--- src/rtl/pc_gen_pkg.sv ---
// Shared control encodings: next-PC selector codes and PC reset/exception defaults.
package pc_gen_pkg;

    typedef enum logic [2:0] {
        NPC_PLUS4  = 3'b000,
        NPC_BRANCH = 3'b001,
        NPC_JUMP   = 3'b010,
        NPC_JR     = 3'b011,
        NPC_EXC    = 3'b100,
        NPC_ERET   = 3'b101,
        NPC_JAL    = 3'b110,
        NPC_RET    = 3'b111
    } npc_op_e;

    localparam logic [31:0] DEF_RESET_PC = 32'h0000_3000;
    localparam logic [31:0] DEF_EXC_VEC  = 32'h0000_4180;

endpackage

--- src/rtl/pc_gen_ras_stack.sv ---
// Circular return-address stack: a push when full overwrites the oldest entry,
// and a pop when empty is ignored.
module ras_stack #(
    parameter int DEPTH = 4,
    parameter int WIDTH = 32
) (
    input  logic             clk,
    input  logic             rst,
    input  logic             i_push,
    input  logic             i_pop,
    input  logic [WIDTH-1:0] i_data,
    output logic [WIDTH-1:0] o_top,
    output logic             o_empty
);

    localparam int PW = $clog2(DEPTH);
    localparam int CW = PW + 1;

    logic [WIDTH-1:0] r_mem [DEPTH];
    logic [PW-1:0]    r_ptr;
    logic [CW-1:0]    r_count;
    logic             w_doPop;

    assign w_doPop = i_pop && (r_count != '0);

    // r_ptr marks the next free slot; DEPTH is a power of two so it wraps naturally.
    always_ff @(posedge clk) begin
        if (rst) begin
            r_ptr   <= '0;
            r_count <= '0;
        end else if (i_push) begin
            r_ptr <= r_ptr + PW'(1);
            if (r_count != CW'(DEPTH)) begin
                r_count <= r_count + CW'(1);
            end
        end else if (w_doPop) begin
            r_ptr   <= r_ptr - PW'(1);
            r_count <= r_count - CW'(1);
        end
    end

    always_ff @(posedge clk) begin
        if (!rst && i_push) begin
            r_mem[r_ptr] <= i_data;
        end
    end

    assign o_top   = r_mem[r_ptr - PW'(1)];
    assign o_empty = (r_count == '0);

endmodule

--- src/rtl/pc_gen.sv ---
// Program counter and next-PC selection with exception return register.
// Optional return-address stack is built when NPC_RAS_EN is defined.
module pc_gen
    import pc_gen_pkg::*;
#(
    parameter int          AW        = 32,
    parameter logic [31:0] RESET_PC  = DEF_RESET_PC,
    parameter logic [31:0] EXC_VEC   = DEF_EXC_VEC,
    parameter int          RAS_DEPTH = 4
) (
    input  logic          clk,
    input  logic          rst,
    input  logic          en,
    input  logic [2:0]    NPCOp,
    input  logic          br_taken,
    input  logic [25:0]   IMM,
    input  logic [AW-1:0] RS,
    output logic [AW-1:0] PC,
    output logic [AW-1:0] NPC,
    output logic [AW-1:0] EPC,
    output logic          ras_empty
);

    logic [AW-1:0] r_pc;
    logic [AW-1:0] r_epc;
    logic [AW-1:0] w_npc;
    logic [AW-1:0] w_pcPlus4;
    logic [AW-1:0] w_brOffset;
    logic [AW-1:0] w_jumpTarget;
    npc_op_e       w_op;

    assign w_op         = npc_op_e'(NPCOp);
    assign w_pcPlus4    = r_pc + AW'(4);
    assign w_brOffset   = {{(AW-18){IMM[15]}}, IMM[15:0], 2'b00};
    assign w_jumpTarget = {r_pc[AW-1:28], IMM, 2'b00};

`ifdef NPC_RAS_EN
    logic [AW-1:0] w_rasTop;
    logic          w_rasEmpty;
    logic          w_rasPush;
    logic          w_rasPop;

    assign w_rasPush = en && (w_op == NPC_JAL);
    assign w_rasPop  = en && (w_op == NPC_RET) && !w_rasEmpty;

    ras_stack #(
        .DEPTH (RAS_DEPTH),
        .WIDTH (AW)
    ) u_ras (
        .clk     (clk),
        .rst     (rst),
        .i_push  (w_rasPush),
        .i_pop   (w_rasPop),
        .i_data  (w_pcPlus4),
        .o_top   (w_rasTop),
        .o_empty (w_rasEmpty)
    );

    assign ras_empty = w_rasEmpty;
`else
    assign ras_empty = 1'b1;
`endif

    always_comb begin
        w_npc = w_pcPlus4;
        case (w_op)
            NPC_PLUS4:  w_npc = w_pcPlus4;
            NPC_BRANCH: w_npc = br_taken ? (w_pcPlus4 + w_brOffset) : w_pcPlus4;
            NPC_JUMP:   w_npc = w_jumpTarget;
            NPC_JR:     w_npc = RS;
            NPC_EXC:    w_npc = EXC_VEC[AW-1:0];
            NPC_ERET:   w_npc = r_epc;
            NPC_JAL:    w_npc = w_jumpTarget;
`ifdef NPC_RAS_EN
            NPC_RET:    w_npc = w_rasEmpty ? RS : w_rasTop;
`else
            NPC_RET:    w_npc = RS;
`endif
            default:    w_npc = w_pcPlus4;
        endcase
    end

    always_ff @(posedge clk) begin
        if (rst) begin
            r_pc  <= RESET_PC[AW-1:0];
            r_epc <= '0;
        end else if (en) begin
            r_pc <= w_npc;
            if (w_op == NPC_EXC) begin
                r_epc <= r_pc;
            end
        end
    end

    assign PC  = r_pc;
    assign NPC = w_npc;
    assign EPC = r_epc;

endmodule

--- config.mk ---
export PLATFORM = sky130hd
export DESIGN_NAME = pc_gen
export DESIGN_NICKNAME = d
export VERILOG_FILES = /design/src/rtl/pc_gen_pkg.sv /design/src/rtl/pc_gen_ras_stack.sv /design/src/rtl/pc_gen.sv
export SDC_FILE = /design/constraint.sdc
export NUM_CORES = 1
export LEC_CHECK = 0
export ABC_AREA = 1
export CORE_ASPECT_RATIO = 1.2
export CORE_UTILIZATION = 46
export CTS_BUF_LIST = sky130_fd_sc_hd__clkbuf_16
export CTS_CLUSTER_DIAMETER = 100
export DETAILED_ROUTE_END_ITERATION = 8
export MAX_ROUTING_LAYER = met4
export PLACE_DENSITY_LB_ADDON = 0.12
export SLEW_MARGIN = 5
export SYNTH_ARGS = -nofsm -noshare
export SYNTH_HDL_FRONTEND = slang
export SYNTH_SLANG_ARGS = --single-unit
--- constraint.sdc ---
create_clock -name clk -period 3.1 [get_ports clk]
set_input_delay 0.62 -clock clk [delete_from_list [all_inputs] [get_ports clk]]
set_output_delay 0.62 -clock clk [all_outputs]
set_load 0.01 [all_outputs]
==> impl_metrics.env, run 1 <==
export IMPL_status="did not finish"
export IMPL_lastStage="global routing"
export IMPL_stop_error="[ERROR GRT-0232] Routing congestion too high. Check the congestion heatmap in the GUI."
export IMPL_synth_area_per_cell_sq_um=5.87
export IMPL_crit_endpoint="NPC[28]"
export IMPL_yosys_most_used_dff="dfxtp_1"
export IMPL_clock_sinks=64
export IMPL_netlist_area_sq_um=6690
export IMPL_root_buffer="clkbuf_16"
export IMPL_synth_top_area_share_pct=19.2
export IMPL_grt_max_degree=65
export IMPL_synthSimpleGateAreaFrac_pct=39.8
export IMPL_place_hpwl_microns=23600
export IMPL_synth_seq_cells=64
export IMPL_synth_mux_area_share_pct=0
export IMPL_cts_htree_levels=3
export IMPL_syn_nets=1241
export IMPL_synth_cell_types=48
export IMPL_ys_seq_area_share_pct=19.2
export IMPL_ctsLongestPathBuffers=2
export IMPL_synth_cells=1140
export IMPL_endpoint_type="output port"
export IMPL_synth_edf_count=0
export IMPL_track_usage_pct=82.1
export IMPL_placed_area_sq_um=10300
export IMPL_grt_overflow_total=23
export IMPL_async_flop_share_pct=0
export IMPL_die_h_microns=134
export IMPL_die_x_microns=112
export IMPL_boundaryPins=162
export IMPL_netlist_top_cell_by_area="dfxtp_1"
export IMPL_dp_slack_ns=-0.992
export IMPL_start_util_pct=47.8
export IMPL_synth_xor_area_share_pct=2.08
export IMPL_cts_buffers_inserted=9
export IMPL_ys_warnings_count=0
export IMPL_synth_compound_area_share_pct=19.1
export IMPL_synthAdderAreaFrac_pct=6.85
export IMPL_synth_top_family_by_area="simple AND/OR/NAND/NOR gates"
export IMPL_synthTopCellsByArea="dfxtp_1 (19%), nand2_1 (18%), inv_1 (9.8%)"
export IMPL_portBuffers=160
export IMPL_place_gp_congestion=1.04
export IMPL_rows=47
==> synthesized netlist by cell type, types with 3 or more instances <==
cell type / number
nand2_1: 313
inv_1: 175
nor2_1: 101
nand3_1: 96
a21oi_1: 90
dfxtp_1: 64
ha_1: 35
nand4_1: 32
a211oi_1: 29
o21ai_0: 23
a22o_1: 20
clkbuf_1: 20
nor3_1: 13
xor2_1: 13
buf_2: 12
o211ai_1: 11
o21ai_1: 11
a221oi_1: 10
inv_2: 9
nand2_2: 9
nor2_4: 7
nor3_2: 4
o21bai_1: 4
and2_1: 3
buf_4: 3
nand3b_1: 3
nor2_2: 3
==> through the flow <==
stage / instances / TNS, ns
after floorplan: 1140 / 0
after global placement: 1673 / -23.39
after detailed placement: 1673 / -25.34
after CTS: 1755 / -14.81
==> kinds of logic after synthesis <==
family,Yosys count
simple gates,596
buf+inv,222
compound gates,206
flops,64
fa+ha+maj,36
xor+xnor,15
other cells,1
==> what timing repair did <==
item                                    in CTS
setup buffers                               70
pin swaps                                  111
resized for setup                          430
endpoints found under the setup margin      47
hold buffers                                 0
==> per-layer routing <==
layer,GRT overflow,track usage [%]
met5,-,-
met4,8,84.3
met3,2,68.8
met2,13,96.5
met1,0,77.8
==> run 2, diff against run 1 <==
--- a/config.mk
+++ b/config.mk
@@ -6,13 +6,9 @@
 export NUM_CORES = 1
 export LEC_CHECK = 0
 export ABC_AREA = 1
-export CORE_ASPECT_RATIO = 1.2
-export CORE_UTILIZATION = 46
-export CTS_BUF_LIST = sky130_fd_sc_hd__clkbuf_16
-export CTS_CLUSTER_DIAMETER = 100
+export CORE_UTILIZATION = 40
 export DETAILED_ROUTE_END_ITERATION = 8
-export MAX_ROUTING_LAYER = met4
-export PLACE_DENSITY_LB_ADDON = 0.12
+export PLACE_DENSITY_LB_ADDON = 0.15
 export SLEW_MARGIN = 5
 export SYNTH_ARGS = -nofsm -noshare
 export SYNTH_HDL_FRONTEND = slang
==> constraint.sdc (replaced) <==
create_clock -name clk -period 4 [get_ports clk]
set_input_delay 0.8 -clock clk [delete_from_list [all_inputs] [get_ports clk]]
set_output_delay 0.8 -clock clk [all_outputs]
set_load 0.01 [all_outputs]
==> run 2 against run 1 <==
  * The flow now finishes, with violations (setup timing)
  * Synthesized area did not move
  * Synthesized cell count did not move
==> impl_metrics.env, run 2 <==
export IMPL_boundaryPins=162
export IMPL_antenna_found_initial=1
export IMPL_placed_area_sq_um=9850
export IMPL_worstHoldPathCells=2
export IMPL_layout_nets=1604
export IMPL_syn2layout_area_growth_pct=71.6
export IMPL_mostFrequentLayoutCells="nand2_1 (256), buf_4 (219), inv_1 (159)"
export IMPL_grt_overflow_total=0
export IMPL_ys_warnings_count=0
export IMPL_powerDensity_nw_per_um2=251
export IMPL_async_flop_share_pct=0
export IMPL_synth_edf_count=0
export IMPL_status="finished, violations left"
export IMPL_multi_input_area_sq_um=5560
export IMPL_root_buffer="clkbuf_16"
export IMPL_hold_end="EPC[0]"
export IMPL_synth_cells=1140
export IMPL_grt_pass1_vias=8537
export IMPL_hold_start="PC[0]"
export IMPL_irDropWorstVdd_mv=0.258
export IMPL_netlist_area_sq_um=6690
export IMPL_ys_seq_area_share_pct=19.2
export IMPL_synthTopCellsByArea="dfxtp_1 (19%), nand2_1 (18%), inv_1 (9.8%)"
export IMPL_fill_cells=1339
export IMPL_ctsLongestPathBuffers=2
export IMPL_portBuffers=160
export IMPL_cp_startpoint="PC[3]"
export IMPL_p_seq_share_pct=25.0
export IMPL_layout_min_cycle_time_ns=4.21
export IMPL_die_h_microns=131
export IMPL_cts_htree_levels=3
export IMPL_fmax_ghz=0.238
export IMPL_p_clk_share_pct=27.6
export IMPL_place_gp_congestion=1.01
export IMPL_yosys_most_used_dff="dfxtp_1"
export IMPL_rsz0062_at_grt="yes"
export IMPL_r2r_end="PC[28]"
export IMPL_dieArea_sq_um=17200
export IMPL_finalHoldViolations=0
export IMPL_whs_ns=0.497
export IMPL_violations="setup timing"
export IMPL_core_sq_um=16100
export IMPL_pwr_share_comb_pct=47.3
export IMPL_fin_area_sq_um=11500
export IMPL_reg2regPathDepth=28
export IMPL_synth_area_per_cell_sq_um=5.87
export IMPL_tightest_slew_ns=1.06
export IMPL_slew_headroom_pct=29.0
export IMPL_cap_violations=0
export IMPL_endpoint_kind="output pin"
export IMPL_synth_common_cells="nand2_1 (313), inv_1 (175), nor2_1 (101), nand3_1 (96), a21oi_1 (90)"
export IMPL_cts_tree="built"
export IMPL_internal_power_uw=1830
export IMPL_clkSlewWorstSetupHoldPaths_ns=0.05
export IMPL_wl_per_cell_microns=17.9
export IMPL_p_sw_uw=1050
export IMPL_die_x_microns=131
export IMPL_wl_microns=30900
export IMPL_grt_pass1_wl_microns=45300
export IMPL_synth_top_area_share_pct=19.2
export IMPL_cts_hold_fix_buffers=0
export IMPL_place_hpwl_microns=22900
export IMPL_skew_ns=0.00682
export IMPL_drtIter0Drc=992
export IMPL_p_sw_share_pct=36.5
export IMPL_worst_slack_ns=-0.207
export IMPL_setup_viol=12
export IMPL_netlist_top_cell_by_area="dfxtp_1"
export IMPL_clock_sinks=64
export IMPL_drc=0
export IMPL_final_layout_size_suffix_gt1_share_pct=34.2
export IMPL_grt_max_degree=58
export IMPL_antenna_left=0
export IMPL_layout_commonest_cell="nand2_1"
export IMPL_cts_buffers_inserted=9
export IMPL_yosysMostFrequentCell="nand2_1"
export IMPL_vias_per_cell=5.45
export IMPL_critical_path_required_ns=3.20
export IMPL_dr_pass1_iters=5
export IMPL_critPathMaxFanout=5
export IMPL_critPathLaunchType="flop"
export IMPL_clkLatencyLatePin_ns=0.34
export IMPL_rrSetupSlack_ns=-0.02
export IMPL_regArea_sq_um=1310
export IMPL_critPathKind="flop to output pin"
export IMPL_rows=46
export IMPL_syn_nets=1241
export IMPL_synth_cell_types=48
export IMPL_synth_seq_cells=64
export IMPL_start_util_pct=41.5
export IMPL_crit_arrival_ns=3.41
export IMPL_hold_path_class="flop to flop"
export IMPL_track_usage_pct=33.5
export IMPL_min_period_over_period_pct=105
export IMPL_rr_startpoint="PC[3]"
export IMPL_power_leakage_uw=0.00556
export IMPL_vias=9403
export IMPL_slew_violations=0
## run 2: cell families (layout without fill, tap and decap cells)
logic type | after synthesis | in the layout | share of synthesized area, %
flip-flops | 64 | 64 | 19.2
AO/OA/AOI/OAI | 206 | 206 | 19.1
XOR/XNOR | 15 | 15 | 2.08
other | 1 | 2 | 0.0561
adder cells (fa/ha/maj) | 36 | 36 | 6.85
buffers and inverters | 222 | 590 | 12.9
AND/OR/NAND/NOR | 596 | 596 | 39.8
## run 2: worst max-delay path by stage
stage | end | slack [ns] | cells after the start
2_1_floorplan | NPC[29] | 0.53 | 19
3_3_place_gp | NPC[16] | -0.25 | 13
3_5_place_dp | NPC[16] | -0.29 | 13
4_1_cts | NPC[27] | -0.07 | 20
5_1_grt | NPC[29] | -0.28 | 21
6_report | NPC[29] | -0.21 | 21
## run 2: power groups by stage
stage / registers [uW] / logic [uW] / clock network [uW]
4_1_cts: 716 / 1200 / 801
2_1_floorplan: 740 / 505 / 0
5_1_grt: 724 / 1460 / 823
6_report: 721 / 1370 / 798
3_5_place_dp: 726 / 1120 / 0
3_3_place_gp: 726 / 1110 / 0
## run 2: per-layer routing
layer  part of all wire, %  vias up  track usage [%]
met5                     0        -                0
li1                      -     4491                -
met4                   2.9        0             11.4
met1                    44     4393             47.3
met2                    45      457             53.1
met3                   8.5       62             3.24
## run 2: what timing repair did
action                     CTS  global route
pin swaps                   32            81
buffers inserted            25            20
setup endpoints to repair   27            27
hold endpoints to repair     0             0
gates resized for setup    179           176
cloned                       0             0
## run 2: final cells by class
type | instances | area share, %
multi-input cells | 854 | 48.5
repair buffers | 390 | 29.0
flip-flops and latches | 64 | 11.4
inverters | 184 | 6.04
well taps | 216 | 2.35
clock buffers | 13 | 2.27
clock inverters | 3 | 0.349
diodes | 1 | 0.0218
## run 2: metrics by stage
step / std cells / setup TNS [ns] / setup slack [ns] / power [uW] / util (%)
global route: 1725 / -3.62 / -0.275 / 3010 / 71.2
detailed placement: 1663 / -5.19 / -0.289 / 1850 / 61.1
CTS: 1704 / -0.0685 / -0.0685 / 2720 / 67.0
floorplan: 1140 / 0 / 0.530 / 1250 / -
finish: 1725 / -1.08 / -0.207 / 2880 / 71.2
global placement: 1663 / -4.28 / -0.254 / 1840 / 61.1
## run 2: critical path, stage by stage (launching register included)
cell     delay (ns)
dfxtp_4        0.41
ha_4           0.14
inv_2          0.05
nor2_4         0.13
buf_4          0.12
nand4_1        0.15
buf_4          0.20
or2_1          0.25
nand2_2        0.13
ha_4           0.24
nand2_4        0.12
buf_4          0.13
nor2_4         0.04
nand2_1        0.08
nand2_1        0.11
a21oi_2        0.19
nand2_1        0.07
nand2_1        0.09
nand3_2        0.11
nand2_2        0.09
nand3_1        0.07
buf_2          0.16
Note: power is estimated with default switching activity, not from simulation.
==> run 3, diff against run 2 <==
--- a/config.mk
+++ b/config.mk
@@ -9,6 +9,8 @@
 export CORE_UTILIZATION = 40
 export DETAILED_ROUTE_END_ITERATION = 8
 export PLACE_DENSITY_LB_ADDON = 0.15
+export REMOVE_ABC_BUFFERS = 1
+export SKIP_CTS_REPAIR_TIMING = 1
 export SLEW_MARGIN = 5
 export SYNTH_ARGS = -nofsm -noshare
 export SYNTH_HDL_FRONTEND = slang
==> run 3 against run 2 <==
  * The flow still finishes with violations (setup timing)
  * Die area is the same
  * Utilization grew 1.1 points
  * Final cell count fell by 0.35%
  * Critical path depth unchanged
  * Non-clock buffer count shrank 5
  * Worst hold slack got worse by 0.0086 ns
  * Critical endpoint is now NPC[27]
==> impl_metrics.env, run 3 (same netlist as run 2, synthesis figures left out) <==
export IMPL_irDropWorstVdd_mv=0.180
export IMPL_n_antenna_cell=0
export IMPL_critPathKind="flop to output pin"
export IMPL_fill_cells=1271
export IMPL_violations="setup timing"
export IMPL_portBuffers=160
export IMPL_wl_met1_microns=13400
export IMPL_track_usage_pct=31.7
export IMPL_vias=9345
export IMPL_drc=0
export IMPL_dieArea_sq_um=17200
export IMPL_dp_slack_ns=-0.358
export IMPL_slew_headroom_pct=24.2
export IMPL_critPathLaunchType="flop"
export IMPL_mostFrequentLayoutCells="nand2_1 (252), buf_4 (206), inv_1 (151)"
export IMPL_grt_pass1_wl_microns=43000
export IMPL_critPathMaxFanout=5
export IMPL_layout_min_cycle_time_ns=4.14
export IMPL_rows=46
export IMPL_wl_microns=30600
export IMPL_grt_overflow_total=0
export IMPL_met3_length_microns=2490
export IMPL_syn2layout_area_growth_pct=74.4
export IMPL_clock_sinks=64
export IMPL_drtIter0Drc=890
export IMPL_power_leakage_uw=0.00568
export IMPL_dr_pass1_iters=5
export IMPL_powerDensity_nw_per_um2=249
export IMPL_fmax_ghz=0.242
export IMPL_place_gp_congestion=0.931
export IMPL_setup_viol=17
export IMPL_final_layout_size_suffix_gt1_share_pct=35.1
export IMPL_finalHoldViolations=0
export IMPL_vias_per_cell=5.44
export IMPL_rrSetupSlack_ns=0.68
export IMPL_clkLatencyLatePin_ns=0.35
export IMPL_dr_max_layer_used="met4"
export IMPL_antenna_found_initial=0
export IMPL_die_h_microns=131
export IMPL_cts_buffers_inserted=9
export IMPL_start_util_pct=41.5
export IMPL_placed_cells=1662
export IMPL_core_sq_um=16100
export IMPL_ctsLongestPathBuffers=2
export IMPL_grt_max_degree=55
export IMPL_wl_per_cell_microns=17.8
export IMPL_crit_arrival_ns=3.34
export IMPL_tightest_slew_ns=1.14
export IMPL_place_hpwl_microns=21600
export IMPL_layout_nets=1599
export IMPL_min_period_over_period_pct=103
export IMPL_root_buffer="clkbuf_16"
export IMPL_critical_path_required_ns=3.20
export IMPL_layout_commonest_cell="nand2_1"
export IMPL_cts_htree_levels=3
export IMPL_grt_pass1_vias=8142
export IMPL_hold_path_class="flop to flop"
export IMPL_fin_util_pct=72.4
export IMPL_rsz0062_at_grt="yes"
export IMPL_antenna_left=0
export IMPL_slew_violations=0
export IMPL_endpoint_kind="output pin"
export IMPL_clkSlewWorstSetupHoldPaths_ns=0.06
export IMPL_skew_ns=0.00654
export IMPL_boundaryPins=162
export IMPL_wl_met2_microns=13900
export IMPL_die_x_microns=131
export IMPL_cts_tree="built"
export IMPL_worst_slack_ns=-0.139
export IMPL_final_cells=1719
export IMPL_cap_violations=0
export IMPL_status="finished, violations left"
run 3: changes by cell type in the layout (fill, tap and decap cells not counted), sizes merged:
cell / change
dlygate4sd2: -5
clkbuf: +3
diode: -1
clkinv: -1
dlymetal6s2s: +7
buf: -9
clkdlybuf4s15: -1
clkinvlp: +1
run 3: per-layer routing:
metal  up-vias  global-route usage, %
li1       4468                      -
met1      4352                   44.8
met2       454                   48.9
met3        71                   5.48
met4         0                   9.24
met5         -                      0
run 3: final timing paths:
path,from,to,depth (start not counted)
worst max-delay path,PC[2],NPC[27],21
worst min register to register,EPC[3],EPC[3],2
worst max register to register,PC[11],PC[15],20
worst min-delay path,EPC[3],EPC[3],2
run 3: layout make-up:
cell class / instances / area (sq um) / share of cell area (%)
timing repair buffer: 385 / 3400 / 29.2
multi-input combinational: 854 / 5700 / 48.9
clock buffer: 13 / 240 / 2.06
sequential: 64 / 1310 / 11.2
clock inverter: 3 / 42.5 / 0.365
inverter: 184 / 693 / 5.94
tap: 216 / 270 / 2.32
run 3: worst max-delay path: stages (launching register included):
cell,delay [ns]
dfxtp_4,0.40
ha_4,0.14
inv_2,0.04
nor2_4,0.12
inv_2,0.07
nor2_4,0.14
nand2_2,0.10
nor2_4,0.16
buf_12,0.12
xor2_4,0.23
ha_4,0.25
nand2_4,0.09
buf_12,0.13
nor2_4,0.16
nand2_4,0.09
nor2_4,0.11
nand2_2,0.07
nand4_1,0.11
nand3_2,0.11
nand2_2,0.11
nand3_2,0.07
buf_6,0.14
run 3: metrics by stage:
| step | power [uW] | setup TNS [ns] | area [sq um] | hold WS (ns) |
|---|---|---|---|---|
| after floorplan | 1220 | 0 | 6520 | 0.492 |
| after global placement | 1840 | -6.44 | 9860 | 0.473 |
| after CTS | 2620 | -14.58 | 10100 | 0.486 |
| after detailed placement | 1840 | -6.79 | 9860 | 0.477 |
| after global routing | 3030 | -3.71 | 11700 | 0.518 |
| final | 2900 | -1.19 | 11700 | 0.489 |
run 3: where the power goes:
part	total (uW)	switching (uW)	internal (uW)
Sequential	719	44.5	675
Clock	791	309	483
Combinational	1390	732	658
==> run 4, diff against run 3 <==
--- a/config.mk
+++ b/config.mk
@@ -11,7 +11,7 @@
 export PLACE_DENSITY_LB_ADDON = 0.15
 export REMOVE_ABC_BUFFERS = 1
 export SKIP_CTS_REPAIR_TIMING = 1
-export SLEW_MARGIN = 5
+export SLEW_MARGIN = 10
 export SYNTH_ARGS = -nofsm -noshare
 export SYNTH_HDL_FRONTEND = slang
 export SYNTH_SLANG_ARGS = --single-unit
==> results of run 4 <==
No change in the layout: final DEF, timing and power equal those of run 3.
==> RTL change: new RTL, settings of run 4 <==
The option `NPC_RAS_EN` is turned on by a define.
--- a/src/rtl/pc_gen.sv
+++ b/src/rtl/pc_gen.sv
@@ -2,2 +2,4 @@
 // Optional return-address stack is built when NPC_RAS_EN is defined.
+`define NPC_RAS_EN
+
 module pc_gen
Behaviour: not the same (a bounded check fails within 4 cycles, from zero or initial values and one cycle with rst high).
==> RTL change against run 4 <==
Highest routed layer unchanged; sequential cell count rose by 133; final area up 52%; die area grew 80%; worst setup slack got worse by 260 ps; first-iteration DRC count up 27%; the run still ends with setup timing left; via count rose by 37%; maximum frequency fell by 6.0%; synthesized area grew 81%; sequential power grew to 3.1 times the old value; non-clock buffer count increased by 53; routed wire length grew 53%; power rose by 94%.
==> RTL change: results (changes against run 4) <==
[logic_synthesis]
ys_seq_area_frac=0.431  ; was 0.192
synth.area.top_cells=edfxtp_1, dfxtp_1, nand2_1  ; was dfxtp_1, nand2_1, inv_1
ys_top_cells_by_count=nand2_1, nor2_1, inv_1  ; was nand2_1, inv_1, nor2_1
postSynthCellCount=1618  ; was 1140
synth_flop_cell=edfxtp_1  ; was dfxtp_1
synth_compound_area_frac=0.178  ; was 0.191
synth_xor_area_frac=0.0165  ; was 0.0208
synth_edf_count=128  ; was 0

[timing]
setup_slack_ps=-401  ; was -139 ps
setup_viol=21  ; was 17
finClkSkew_ps=12.7  ; was 6.54 ps
fin_setup_tns_ps=-5810  ; was -1190 ps
worst_slew_pin_slew_ps=766  ; was 1140 ps

[drt]
num_vias=12800  ; was 9345
drtIter0Drc=1127  ; was 890

[cells_and_area]
num-fill-cells=2721  ; was 1271
nets=2115  ; was 1599
post-route-util=0.598  ; was 0.724
layout-drive-gt1-share=0.288  ; was 0.351

[global_route]
grt_pass1_wl_um=69200  ; was 43000 µm
grt_max_degree=68  ; was 55

[placement]
gp_congestion=0.971  ; was 0.931
placed_cell_area_um2=16000  ; was 9860 µm²
port_buffers=161  ; was 160
dp.cells=2357  ; was 1662

[clocking]
path_clk_slew_ps=80  ; was 60 ps

[power]
power.leakage_nw=7.95  ; was 5.68 nW
ir_drop_v=0.000281  ; was 0.000180 V
internal-power_mw=3.84  ; was 1.82 mW

[setup_path]
r2r-end=PC[29]  ; was PC[15]
cpMaxStageDelayCell=dfxtp_2  ; was dfxtp_4
crit_arrival_ps=3600  ; was 3340 ps
r2r_setup_slack_ps=790  ; was 680 ps
r2r_start=PC[2]  ; was PC[11]
ff2ff_path_depth=22  ; was 20

[status]
status=complete, but fails checks  ; unchanged
violations=setup timing  ; unchanged

[hold_path]
min_to=EPC[4]  ; was EPC[3]
holdCritStartpoint=EPC[4]  ; was EPC[3]

==> RTL change: cell types whose count changed after synthesis, sizes merged, moves of 13 or more <==
cell,run 4,this run
o21ai,36,177
nor2,111,244
edfxtp,0,128
nand2,324,362
nand4,32,10
a211oi,29,9
clkbuf,21,41
inv,184,204
nand3,98,78
a22o,20,2
a21oi,90,103
==> RTL change: metal layers <==
layer / wire length (µm) / vias up / global-route usage
li1: - / 6165 / -
met1: 20800 / 6073 / 0.419
met2: 21400 / 524 / 0.480
met3: 3600 / 67 / 0.0489
met4: 1030 / 0 / 0.0895
met5: 0 / - / 0
==> RTL change: layout make-up <==
class                   count  area share
flip-flops and latches    197       0.295
well taps                 390      0.0274
clock buffers              18      0.0241
clock inverters            14     0.00802
inverters                 205      0.0435
repair buffers            438       0.215
multi-input cells        1149       0.387
==> RTL change: worst reg2reg max path, delay by kind of cell (launching register included) <==
family	cells	cell delay [ps]
AOI/OAI and AO/OA	3	370
xor gates and xnor gates	1	170
adders and majority gates	2	430
buffers and inverters	4	530
DFF	1	360
and+or+nand+nor	12	1240
==> RTL change: power by group through the flow <==
stage	logic [mW]	registers (mW)	clock network, mW
floorplan	0.618	2.33	0
global placement	1.44	2.31	0
detailed placement	1.45	2.31	0
CTS	1.46	2.26	1.74
global route	1.80	2.27	1.82
finish	1.66	2.26	1.71
==> RTL change: cells by family (layout without fill, tap and decap cells) <==
family | Yosys count | in the layout
AND/OR/NAND/NOR | 713 | 713
AO/OA/AOI/OAI | 372 | 372
buffers and inverters | 272 | 675
flip-flops | 197 | 197
adder cells (fa/ha/maj) | 42 | 42
XOR/XNOR | 22 | 22
==> RTL change: worst max path at each step <==
stage / from / to / slack, ps / cells past startpoint
detailed placement: IMM[0] / NPC[22] / -560 / 18
global placement: IMM[0] / NPC[8] / -550 / 17
CTS: PC[6] / NPC[22] / -990 / 23
global route: PC[2] / NPC[29] / -540 / 23
finish: PC[2] / NPC[29] / -400 / 23
floorplan: u_ras.r_ptr[0] / NPC[14] / -1120 / 10
==> RTL change: stage by stage <==
| stage | hold slack [ps] | setup WS [ps] |
|---|---|---|
| 5_1_grt | 514 | -541 |
| 2_1_floorplan | 473 | -1120 |
| 4_1_cts | 497 | -989 |
| 6_report | 497 | -401 |
| 3_3_place_gp | 483 | -550 |
| 3_5_place_dp | 485 | -556 |
